`src/rtl/seq_pkg.sv`:
```
// Shared types and constants for the sequencer tempo path.
// Widths here fix the BPM, step-index and accumulator-increment sizes.
package seq_pkg;

    typedef enum logic [1:0] {
        IDLE  = 2'd0,
        START = 2'd1,
        RUN   = 2'd2
    } seq_state_e;

    localparam int STEPS_PER_PATTERN   = 16;
    localparam int HALF_TICKS_PER_BEAT = 8;
    localparam int BPM_W               = 8;
    localparam int IDX_W               = 4;
    localparam int INC_W               = BPM_W + 3;

    // A quarter note spans four 16th steps of two half-ticks each.
    function automatic logic [INC_W-1:0] bpm_to_inc(input logic [BPM_W-1:0] bpm);
        return INC_W'(bpm) * INC_W'(HALF_TICKS_PER_BEAT);
    endfunction

endpackage

```
`src/rtl/phase_accum.sv`:
```
// Phase accumulator: adds inc each enabled cycle and fires tick on wrap past THRESH.
// The remainder is kept on wrap, so the long-run rate is exact without a divider.
module phase_accum
    import seq_pkg::*;
#(
    parameter logic [32:0] THRESH = 33'd3_000_000_000
) (
    input  logic             Clock,
    input  logic             nReset,
    input  logic             clr,
    input  logic             en,
    input  logic [INC_W-1:0] inc,
    output logic             tick
);

    logic [32:0] acc_reg;
    logic [32:0] sum;

    // acc stays below THRESH < 2^32, so the sum cannot overflow 33 bits.
    always_comb begin
        sum = acc_reg + 33'(inc);
    end

    assign tick = en && (sum >= THRESH);

    always_ff @(posedge Clock or negedge nReset) begin
        if (!nReset) begin
            acc_reg <= '0;
        end else if (clr) begin
            acc_reg <= '0;
        end else if (en) begin
            acc_reg <= tick ? (sum - THRESH) : sum;
        end
    end

endmodule

```
`src/rtl/step_clock.sv`:
```
// Tempo generator: turns a BPM setting into a 16th-note Step square wave,
// a 0..15 step position and a strobe on every quarter-note step.
module step_clock
    import seq_pkg::*;
#(
    parameter int CLK_HZ = 50_000_000
) (
    input  logic             Clock,
    input  logic             nReset,
    input  logic             Play,
    input  logic [BPM_W-1:0] Bpm,
    output logic             Step,
    output logic [IDX_W-1:0] StepIndex,
    output logic             Beat,
    output logic             Running
);

    localparam longint      THRESH_L = longint'(CLK_HZ) * 60;
    localparam logic [32:0] THRESH   = THRESH_L[32:0];

    generate
        if (THRESH_L >= 64'sd4294967296 || CLK_HZ < 1) begin : g_clk_hz_check
            $error("step_clock: CLK_HZ*60 must be positive and below 2^32");
        end
    endgenerate

    seq_state_e       state_reg, state_next;
    logic             step_reg, step_next;
    logic [IDX_W-1:0] idx_reg, idx_next;
    logic             beat_reg, beat_next;
    logic             running_reg, running_next;
    logic [BPM_W-1:0] bpm_l_reg, bpm_l_next;

    logic             accum_en;
    logic             accum_clr;
    logic             half_tick;

    // Accumulate only while running with Play still high; a falling Play
    // suppresses any half-tick due in the same cycle.
    assign accum_en  = (state_reg == RUN) && Play;
    assign accum_clr = !accum_en;

    phase_accum #(
        .THRESH (THRESH)
    ) u_phase_accum (
        .Clock  (Clock),
        .nReset (nReset),
        .clr    (accum_clr),
        .en     (accum_en),
        .inc    (bpm_to_inc(bpm_l_reg)),
        .tick   (half_tick)
    );

    always_comb begin
        state_next   = state_reg;
        step_next    = step_reg;
        idx_next     = idx_reg;
        beat_next    = 1'b0;
        running_next = running_reg;
        bpm_l_next   = bpm_l_reg;

        case (state_reg)
            IDLE: begin
                step_next    = 1'b0;
                running_next = 1'b0;
                if (Play) begin
                    state_next = START;
                end
            end

            START: begin
                step_next    = 1'b1;
                idx_next     = '0;
                beat_next    = 1'b1;
                running_next = 1'b1;
                bpm_l_next   = Bpm;
                state_next   = RUN;
            end

            RUN: begin
                if (!Play) begin
                    state_next   = IDLE;
                    step_next    = 1'b0;
                    running_next = 1'b0;
                end else if (half_tick) begin
                    step_next = !step_reg;
                    if (!step_reg) begin
                        // Index width wraps naturally at STEPS_PER_PATTERN.
                        idx_next  = idx_reg + 1'b1;
                        beat_next = (idx_next[1:0] == 2'b00);
                    end else begin
                        // Tempo is only picked up at mid-step, never shortening a high phase.
                        bpm_l_next = Bpm;
                    end
                end
            end

            default: begin
                state_next = IDLE;
            end
        endcase
    end

    always_ff @(posedge Clock or negedge nReset) begin
        if (!nReset) begin
            state_reg   <= IDLE;
            step_reg    <= 1'b0;
            idx_reg     <= '0;
            beat_reg    <= 1'b0;
            running_reg <= 1'b0;
            bpm_l_reg   <= '0;
        end else begin
            state_reg   <= state_next;
            step_reg    <= step_next;
            idx_reg     <= idx_next;
            beat_reg    <= beat_next;
            running_reg <= running_next;
            bpm_l_reg   <= bpm_l_next;
        end
    end

    assign Step      = step_reg;
    assign StepIndex = idx_reg;
    assign Beat      = beat_reg;
    assign Running   = running_reg;

endmodule

```
`config.mk`:
```
export PLATFORM = sky130hd
export DESIGN_NAME = step_clock
export DESIGN_NICKNAME = d
export VERILOG_FILES = /design/src/rtl/seq_pkg.sv /design/src/rtl/phase_accum.sv /design/src/rtl/step_clock.sv
export SDC_FILE = /design/constraint.sdc
export NUM_CORES = 1
export LEC_CHECK = 0
export BUFFER_PORTS_ARGS = -buffer_cell sky130_fd_sc_hd__buf_2
export CAP_MARGIN = 10
export CORE_MARGIN = 1
export CORE_UTILIZATION = 65
export DETAILED_ROUTE_END_ITERATION = 10
export HOLD_SLACK_MARGIN = 0.05
export PLACE_DENSITY = 0.84
export SLEW_MARGIN = 5
export SYNTH_ARGS = -nofsm -noshare
export SYNTH_HDL_FRONTEND = slang
export SYNTH_SLANG_ARGS = --single-unit
```
`constraint.sdc`:
```
create_clock -name Clock -period 5.7 [get_ports Clock]
set_clock_uncertainty 0.2 [all_clocks]
set_input_delay 1.14 -clock Clock [delete_from_list [all_inputs] [get_ports Clock]]
set_output_delay 1.14 -clock Clock [all_outputs]
set_load 0.005 [all_outputs]
```
==> impl_metrics.py, run 1 <==
metrics = {
    "critical_path": {
        "setup.worst_path.class": "reg2reg",
        "worst-r2r-setup-slack_ns": 1.08,
        "endpoint": "StepIndex[0]",
        "reg2reg_depth": 13,
        "worstPathArrival_ns": 4.62,
        "worstPathRequired_ns": 5.70,
        "cp-startpoint": "bpm_l_reg[1]",
        "r2r-start": "bpm_l_reg[1]",
        "end_kind": "flip-flop",
        "rr_endpoint": "StepIndex[0]",
        "cp-start-kind": "flip-flop",
        "worstPathMaxFanout": 20,
    },
    "synth": {
        "synth-compound-area-share": 0.229,
        "seq_area_frac_synth": 0.325,
        "synth_nets": 423,
        "synth_warnings": 0,
        "synth_area_leader_cell": "dfrtp_1",
        "synth_edf_count": 0,
        "synthCells": 396,
        "synthSimpleGateAreaFrac": 0.235,
        "ys_ff_latch": 47,
        "synth_fa_ha_area_frac": 0.0574,
        "synth_top_area_share": 0.325,
        "synth_area_leaders": "dfrtp_1 (33%), ha_1 (5.2%), xnor2_1 (4.6%)",
        "syn_area_per_cell_um2": 9.13,
        "synth.area.mux_share": 0.0363,
        "synth_top_family_by_area": "simple AND/OR/NAND/NOR gates",
        "ys_types": 71,
        "synthArstFlopShare": 1.00,
        "mappedNetlistArea_um2": 3620,
        "synth_top_flop_cell": "dfrtp_1",
        "yosys.area_share.xor_xnor": 0.0799,
    },
    "min_path": {
        "min-delay-path-class": "reg2reg",
    },
    "sta": {
        "post-route-period-util": 0.811,
        "hold_violations": 0,
        "setup-tns-final_ns": 0,
        "worstMarginPinSlew_ns": 1.15,
        "slew_headroom": 0.234,
        "slew_violations": 0,
        "setup_viol": 0,
        "period_needed_ns": 4.62,
        "rsz0062_at_grt": "false",
        "max_freq_mhz": 216,
    },
    "clocking": {
        "cts_hold_buf": 0,
        "cts_tree": "built",
        "post_cts_buffers": 0,
        "cts_root_buffer": "clkbuf_8",
        "cts_resized": 0,
        "htree_levels": 2,
        "clkSlewWorstSetupHoldPaths_ns": 0.10,
        "cts_made_buffers": 5,
        "clock_latency_ns": 0.31,
        "cts.sinks": 47,
        "cts.path.max_buffers": 2,
    },
    "drt": {
        "vias": 3167,
        "vias_per_cell": 6.65,
        "firstDrtPassIters": 5,
        "wirelength_um": 8330,
        "drtAntennaViolNets": 0,
        "wl_per_cell_um": 17.5,
        "drc_errors": 0,
        "initialDrtViolationCount": 322,
    },
    "global_routing": {
        "gr-total-overflow": 0,
        "grt_pass1_vias": 2985,
        "grtUsageTotal": 0.294,
        "grt_max_degree": 48,
        "antenna_found_initial": 0,
        "grt_pass1_wl_um": 13900,
    },
    "die": {
        "initial_core_util": 0.691,
        "rows": 26,
        "dieHeight_um": 76.6,
        "io_pins": 18,
        "coreArea_um2": 5240,
        "die_width_um": 76.6,
        "dieArea_um2": 5870,
    },
    "power": {
        "power_frac_comb": 0.433,
        "p_sw_uw": 439,
        "power_leakage_nw": 1.57,
        "seq_power_share": 0.378,
        "p_int_uw": 676,
        "p_per_area_nw_per_um2": 294,
        "irDropWorstVdd_mv": 0.358,
        "clkPwrFrac": 0.189,
        "p_sw_frac": 0.394,
    },
    "job": {
        "maxCapViolations": 0,
    },
    "cells_and_area": {
        "largest_reg_flops": 30,
        "fin_util": 0.724,
        "insertedDiodeCount": 0,
        "final_common_cell": "dfrtp_1",
        "fill_cells": 407,
        "area_delta_synth_final_pct": 4.81,
        "nets": 432,
        "final_cell_mix": "dfrtp_1 (47), nor2_1 (30), a21oi_1 (23)",
        "layout-drive-gt1-share": 0.143,
    },
    "outcome": {
        "status": "completed",
    },
    "placed_design": {
        "place_hpwl_um": 5970,
        "numPortBuffers": 17,
        "place.gp.congestion": 0.912,
    },
}
## cell type report
class / instances / area, µm² / share of cell area
clock buffer: 5 / 68.8 / 0.0182
tap: 70 / 87.6 / 0.0231
timing repair buffer: 18 / 92.6 / 0.0244
inverter: 11 / 41.3 / 0.0109
multi-input combinational: 322 / 2310 / 0.608
sequential: 47 / 1180 / 0.310
clock inverter: 3 / 18.8 / 0.00495
## power groups by stage
stage               logic, mW  registers (mW)  clock network (mW)
floorplan               0.373           0.420                   0
global placement        0.460           0.425                   0
detailed placement      0.475           0.428                   0
CTS                     0.480           0.421               0.214
global route            0.532           0.427               0.223
finish                  0.483           0.421               0.211
## synth_stat cells (9+ instances only)
library cell	count
dfrtp_1	47
nor2_1	30
a21oi_1	23
nand2_1	21
nor3_1	19
xnor2_1	19
nand3_1	17
ha_1	15
o21ai_0	15
xor2_1	14
inv_1	11
and3_1	9
## cells by family after synthesis
group	after synthesis
xor gates and xnor gates	33
adders and majority gates	16
and+or+nand+nor	154
muxes	9
AOI/OAI and AO/OA	110
DFF	47
buffers and inverters	27
## through the flow
| stage | power, mW | setup WS [ns] | cells | cell area [µm²] | hold slack (ns) |
|---|---|---|---|---|---|
| final | 1.11 | 1.08 | 476 | 3790 | 0.311 |
| after floorplan | 0.793 | 1.98 | 396 | 3620 | 0.288 |
| after CTS | 1.11 | 1.16 | 476 | 3790 | 0.314 |
| after global routing | 1.18 | 0.802 | 476 | 3790 | 0.320 |
| after global placement | 0.885 | 1.43 | 468 | 3700 | 0.284 |
| after detailed placement | 0.903 | 1.22 | 468 | 3700 | 0.292 |
## critical path, stage by stage, from the launching register on
cell      delay (ns)
dfrtp_1         0.42
ha_1            0.33
a211oi_1        0.50
o21ai_0         0.25
o31ai_1         0.32
xnor2_1         0.24
ha_1            0.26
and3_1          0.22
o21ai_1         0.18
a31o_1          0.33
a21oi_2         0.45
buf_4           0.34
nand2_1         0.12
a311o_1         0.36
## metal layers
layer / up-vias / share of wire / GRT usage
met3: 16 / 0.065 / 0.0395
met4: 0 / 0.015 / 0.0962
li1: 1487 / - / -
met5: - / 0 / 0
met2: 136 / 0.47 / 0.469
met1: 1528 / 0.45 / 0.412
## worst min path at each step
stage               cells after the start    startpoint            to  slack [ns]
floorplan                               1  bpm_l_reg[0]  bpm_l_reg[0]        0.29
global placement                        1       Running       Running        0.28
detailed placement                      1       Running       Running        0.29
CTS                                     1       Running       Running        0.31
global route                            1       Running       Running        0.32
finish                                  1       Running       Running        0.31
No activity file was read; power rests on OpenSTA's default activity.
==> run 2, diff against run 1 <==
- CORE_UTILIZATION: 65 -> 56
- PLACE_DENSITY: 0.84 -> 0.77
- clock period: 5.7 -> 3.93 ns (I/O delays scaled with it)
==> impl_metrics.py, run 2 (same netlist as run 1, synthesis figures left out) <==
metrics = {
    "die": {
        "dieHeight_um": 82.4,
        "rows": 28,
        "initial_core_util": 0.597,
        "coreArea_um2": 6060,
        "die_width_um": 82.4,
        "dieArea_um2": 6780,
        "io_pins": 18,
    },
    "global_routing": {
        "grt_pass1_vias": 3087,
        "gr-total-overflow": 0,
        "grt_max_degree": 48,
        "grtUsageTotal": 0.289,
        "grt_pass1_wl_um": 14800,
        "antenna_found_initial": 0,
    },
    "critical_path": {
        "worstPathRequired_ns": 3.93,
        "worstPathArrival_ns": 3.81,
        "setup.worst_path.class": "reg2reg",
        "worstPathMaxFanout": 8,
        "end_kind": "flip-flop",
        "cp-start-kind": "flip-flop",
    },
    "cells_and_area": {
        "area_delta_synth_final_pct": 15.0,
        "fill_cells": 472,
        "final_common_cell": "dfrtp_1",
        "largest_reg_flops": 30,
        "fin_util": 0.686,
        "insertedDiodeCount": 0,
        "nets": 462,
        "layout-drive-gt1-share": 0.239,
        "final_cell_mix": "dfrtp_1 (47), nor2_1 (29), buf_4 (26)",
        "stdcell_count": 511,
    },
    "power": {
        "p_per_area_nw_per_um2": 427,
        "irDropWorstVdd_mv": 0.538,
        "power_leakage_nw": 1.74,
    },
    "clocking": {
        "cts_root_buffer": "clkbuf_8",
        "clock_latency_ns": 0.31,
        "cts_made_buffers": 5,
        "cts.path.max_buffers": 2,
        "htree_levels": 2,
        "cts.sinks": 47,
        "cts_tree": "built",
        "clkSlewWorstSetupHoldPaths_ns": 0.09,
        "cts_hold_buf": 0,
    },
    "placed_design": {
        "placed_cells": 498,
        "place.gp.congestion": 0.979,
        "numPortBuffers": 17,
        "place_worst_setup_slack_ns": -0.0207,
        "place_hpwl_um": 6680,
    },
    "min_path": {
        "min-delay-path-class": "reg2reg",
    },
    "sta": {
        "slew_violations": 0,
        "worstMarginPinSlew_ns": 1.09,
        "slew_headroom": 0.272,
        "post-route-period-util": 0.970,
        "hold_violations": 0,
        "setup_ws_ns": 0.117,
        "max_freq_mhz": 262,
        "hold_ws_ns": 0.310,
        "setup_viol": 0,
        "period_needed_ns": 3.81,
    },
    "drt": {
        "initialDrtViolationCount": 219,
        "wirelength_um": 9240,
        "wl_per_cell_um": 18.1,
        "drc_errors": 0,
        "firstDrtPassIters": 5,
        "vias_per_cell": 6.49,
        "drtAntennaViolNets": 0,
        "vias": 3318,
    },
    "outcome": {
        "status": "completed",
    },
    "job": {
        "maxCapViolations": 0,
    },
}
-- run 2: changes by cell type in the layout (fill, tap and decap cells not counted), moves of 3 or more --
cell	previous run	this run
ha_2	0	3
buf_6	0	3
ha_1	15	11
buf_4	1	26
-- run 2: area by class of cell --
type,count,area [µm²],share of cell area
sequential,47,1180,0.283
tap,75,93.8,0.0226
multi-input combinational,322,2410,0.578
inverter,11,41.3,0.00992
clock inverter,2,16.3,0.00391
timing repair buffer,48,354,0.0851
clock buffer,6,72.6,0.0174
-- run 2: metrics by stage --
stage	power [mW]	instance area, µm²	setup TNS [ns]
after floorplan	1.15	3620	0
after global placement	1.36	3920	0
after detailed placement	1.39	3920	-0.0678
after CTS	1.71	4030	0
after global routing	1.89	4160	-0.0172
final	1.78	4160	0
-- run 2: path summary, 6_finish.rpt --
check,to,cells past startpoint,from,slack (ns)
worst min-delay path,Running,1,Running,0.31
min in group asynchronous,u_phase_accum.acc_reg[9],1,nReset,0.47
worst max register to register,bpm_l_reg[0],15,bpm_l_reg[0],0.12
worst min register to register,Running,1,Running,0.31
max in group asynchronous,u_phase_accum.acc_reg[15],1,nReset,2.39
worst max-delay path,bpm_l_reg[0],15,bpm_l_reg[0],0.12
-- run 2: power breakdown --
part | switching [mW] | internal, mW | leakage [nW]
registers | 0.0548 | 0.562 | 0.632
clock network | 0.179 | 0.128 | 0.0418
logic | 0.449 | 0.406 | 1.06
-- run 2: what timing repair did --
item | in CTS | in global routing
setup buffers | 0 | 5
pin swaps | 0 | 8
setup endpoints to repair | 25 | 36
resized for setup | 2 | 23
-- run 2: per-layer routing --
| metal | up-vias | GRT usage | part of all wire |
|---|---|---|---|
| li1 | 1551 | - | - |
| met1 | 1614 | 0.388 | 0.45 |
| met2 | 134 | 0.496 | 0.48 |
| met3 | 19 | 0.0352 | 0.052 |
| met4 | 0 | 0.0649 | 0.017 |
| met5 | - | 0 | 0 |
-- run 2: critical path, stage by stage, from the launching register on --
cell      delay (ns)
dfrtp_1         0.37
ha_2            0.21
inv_1           0.06
fa_2            0.35
nand2b_4        0.15
a21oi_2         0.13
buf_6           0.15
o211ai_1        0.21
nor4_1          0.35
a211o_1         0.21
and3_2          0.25
a31o_1          0.22
a21oi_2         0.10
a32oi_4         0.27
buf_12          0.17
mux2_4          0.30
==> run 3, diff against run 2 <==
==> constraint.sdc (replaced) <==
create_clock -name Clock -period 3.93 [get_ports Clock]
set_clock_uncertainty 0.2 [all_clocks]
set_input_delay 0.1965 -clock Clock [delete_from_list [all_inputs] [get_ports Clock]]
set_output_delay 0.1965 -clock Clock [all_outputs]
set_load 0.005 [all_outputs]
==> impl_metrics.py, run 3 (same netlist as run 1, synthesis figures left out) <==
metrics = {
    "outcome": {
        "status": "completed",
    },
    "sta": {
        "slew_violations": 0,
        "hold_ws_ns": 0.311,
        "setup_viol": 0,
        "slew_headroom": 0.279,
        "hold_violations": 0,
        "setup_ws_ns": 0.122,
        "period_needed_ns": 3.81,
        "worstMarginPinSlew_ns": 1.08,
        "max_freq_mhz": 263,
        "post-route-period-util": 0.969,
    },
    "min_path": {
        "min-delay-path-class": "reg2reg",
    },
    "drt": {
        "top_layer": "met4",
        "wirelength_um": 9510,
        "vias_per_cell": 6.42,
        "drc_errors": 0,
        "met2_wirelength_um": 4620,
        "dr_wl_met3_um": 572,
        "initialDrtViolationCount": 285,
        "firstDrtPassIters": 5,
        "met1_length_um": 4150,
        "drtAntennaViolNets": 0,
        "wl_per_cell_um": 18.2,
        "vias": 3346,
    },
    "power": {
        "p_per_area_nw_per_um2": 422,
        "irDropWorstVdd_mv": 0.523,
        "power_leakage_nw": 1.78,
        "finalPower_mw": 1.80,
    },
    "global_routing": {
        "grt_max_degree": 48,
        "gr-total-overflow": 0,
        "antenna_found_initial": 0,
        "grt_pass1_vias": 3138,
        "grt_pass1_wl_um": 15000,
        "grtUsageTotal": 0.293,
    },
    "die": {
        "initial_core_util": 0.597,
        "io_pins": 18,
        "die_width_um": 82.4,
        "dieArea_um2": 6780,
        "rows": 28,
        "coreArea_um2": 6060,
        "dieHeight_um": 82.4,
    },
    "clocking": {
        "cts.sinks": 47,
        "cts_tree": "built",
        "cts.path.max_buffers": 2,
        "cts_made_buffers": 5,
        "clkSlewWorstSetupHoldPaths_ns": 0.09,
        "htree_levels": 2,
        "cts_root_buffer": "clkbuf_8",
        "clock_latency_ns": 0.31,
    },
    "critical_path": {
        "setup.worst_path.class": "reg2reg",
        "worstPathArrival_ns": 3.81,
        "endpoint": "StepIndex[0]",
        "rr_endpoint": "StepIndex[0]",
        "worstPathMaxFanout": 6,
        "worst-r2r-setup-slack_ns": 0.12,
        "reg2reg_depth": 13,
        "cp-start-kind": "flip-flop",
        "r2r-start": "bpm_l_reg[5]",
        "worstPathRequired_ns": 3.93,
        "cp-startpoint": "bpm_l_reg[5]",
        "end_kind": "flip-flop",
    },
    "cells_and_area": {
        "fin_util": 0.704,
        "final_cell_mix": "dfrtp_1 (47), nor2_1 (29), buf_4 (26)",
        "insertedDiodeCount": 0,
        "fill_cells": 454,
        "layout-drive-gt1-share": 0.233,
        "area_delta_synth_final_pct": 18.0,
        "nets": 472,
        "final_common_cell": "dfrtp_1",
        "largest_reg_flops": 30,
    },
    "job": {
        "maxCapViolations": 0,
    },
    "placed_design": {
        "numPortBuffers": 17,
        "place_hpwl_um": 6680,
        "place_worst_setup_slack_ns": -0.0207,
        "place.gp.congestion": 0.979,
    },
}
==> run 3: changes by cell type in the layout (fill, tap and decap cells not counted), sizes merged <==
cell | previous run | this run
dlygate4sd3 | 0 | 10
==> run 3: through the flow <==
step | area, µm² | TNS, ns | cells
2_1_floorplan | 3620 | 0 | 396
3_3_place_gp | 3920 | 0 | 498
3_5_place_dp | 3920 | -0.0678 | 498
4_1_cts | 4130 | 0 | 516
5_1_grt | 4270 | -0.0641 | 521
6_report | 4270 | 0 | 521
==> run 3: worst min path at each step <==
stage,cells past startpoint,to,slack [ns],startpoint
floorplan,0,Beat,-0.30,nReset
global placement,2,bpm_l_reg[3],0.23,Bpm[3]
detailed placement,2,bpm_l_reg[3],0.23,Bpm[3]
CTS,1,Running,0.32,Running
global route,1,Running,0.35,Running
finish,1,Running,0.31,Running
==> run 3: metal layers <==
layer	vias to the layer above	GRT usage
met1	1607	0.386
met2	142	0.509
met4	0	0.0684
met5	-	0
met3	17	0.0363
li1	1580	-
==> run 3: final cells by class <==
class | count | area [µm²] | area share
inverters | 11 | 41.3 | 0.00967
repair buffers | 58 | 454 | 0.106
multi-input cells | 322 | 2410 | 0.566
flip-flops and latches | 47 | 1180 | 0.275
clock inverters | 2 | 16.3 | 0.00381
clock buffers | 6 | 72.6 | 0.0170
well taps | 75 | 93.8 | 0.0220
==> run 3: worst max-delay path: stages (launching register included) <==
cell and delay [ns]:
dfrtp_1 0.41, ha_1 0.33, buf_4 0.16, a21o_1 0.17, nand2b_2 0.22, o211ai_1 0.40
nor4_1 0.11, a211o_1 0.33, and3_2 0.25, a31o_1 0.25, a21oi_2 0.22, buf_4 0.19
nand2_1 0.08, a311o_1 0.36
==> run 3: report_power, final <==
part / internal, mW / leakage, nW / total [mW] / switching [mW]
Sequential: 0.562 / 0.632 / 0.618 / 0.0557
Combinational: 0.413 / 1.11 / 0.875 / 0.462
Clock: 0.128 / 0.0418 / 0.307 / 0.179
Total: 1.10 / 1.78 / 1.80 / 0.697
==> run 3: repair_timing <==
action                                  4_1_cts  5_1_grt
hold buffers                                 10        0
hold endpoints to repair                     56        0
gates resized for setup                       2       24
setup buffers                                 0        5
pin swaps                                     0        8
endpoints found under the setup margin       25       36
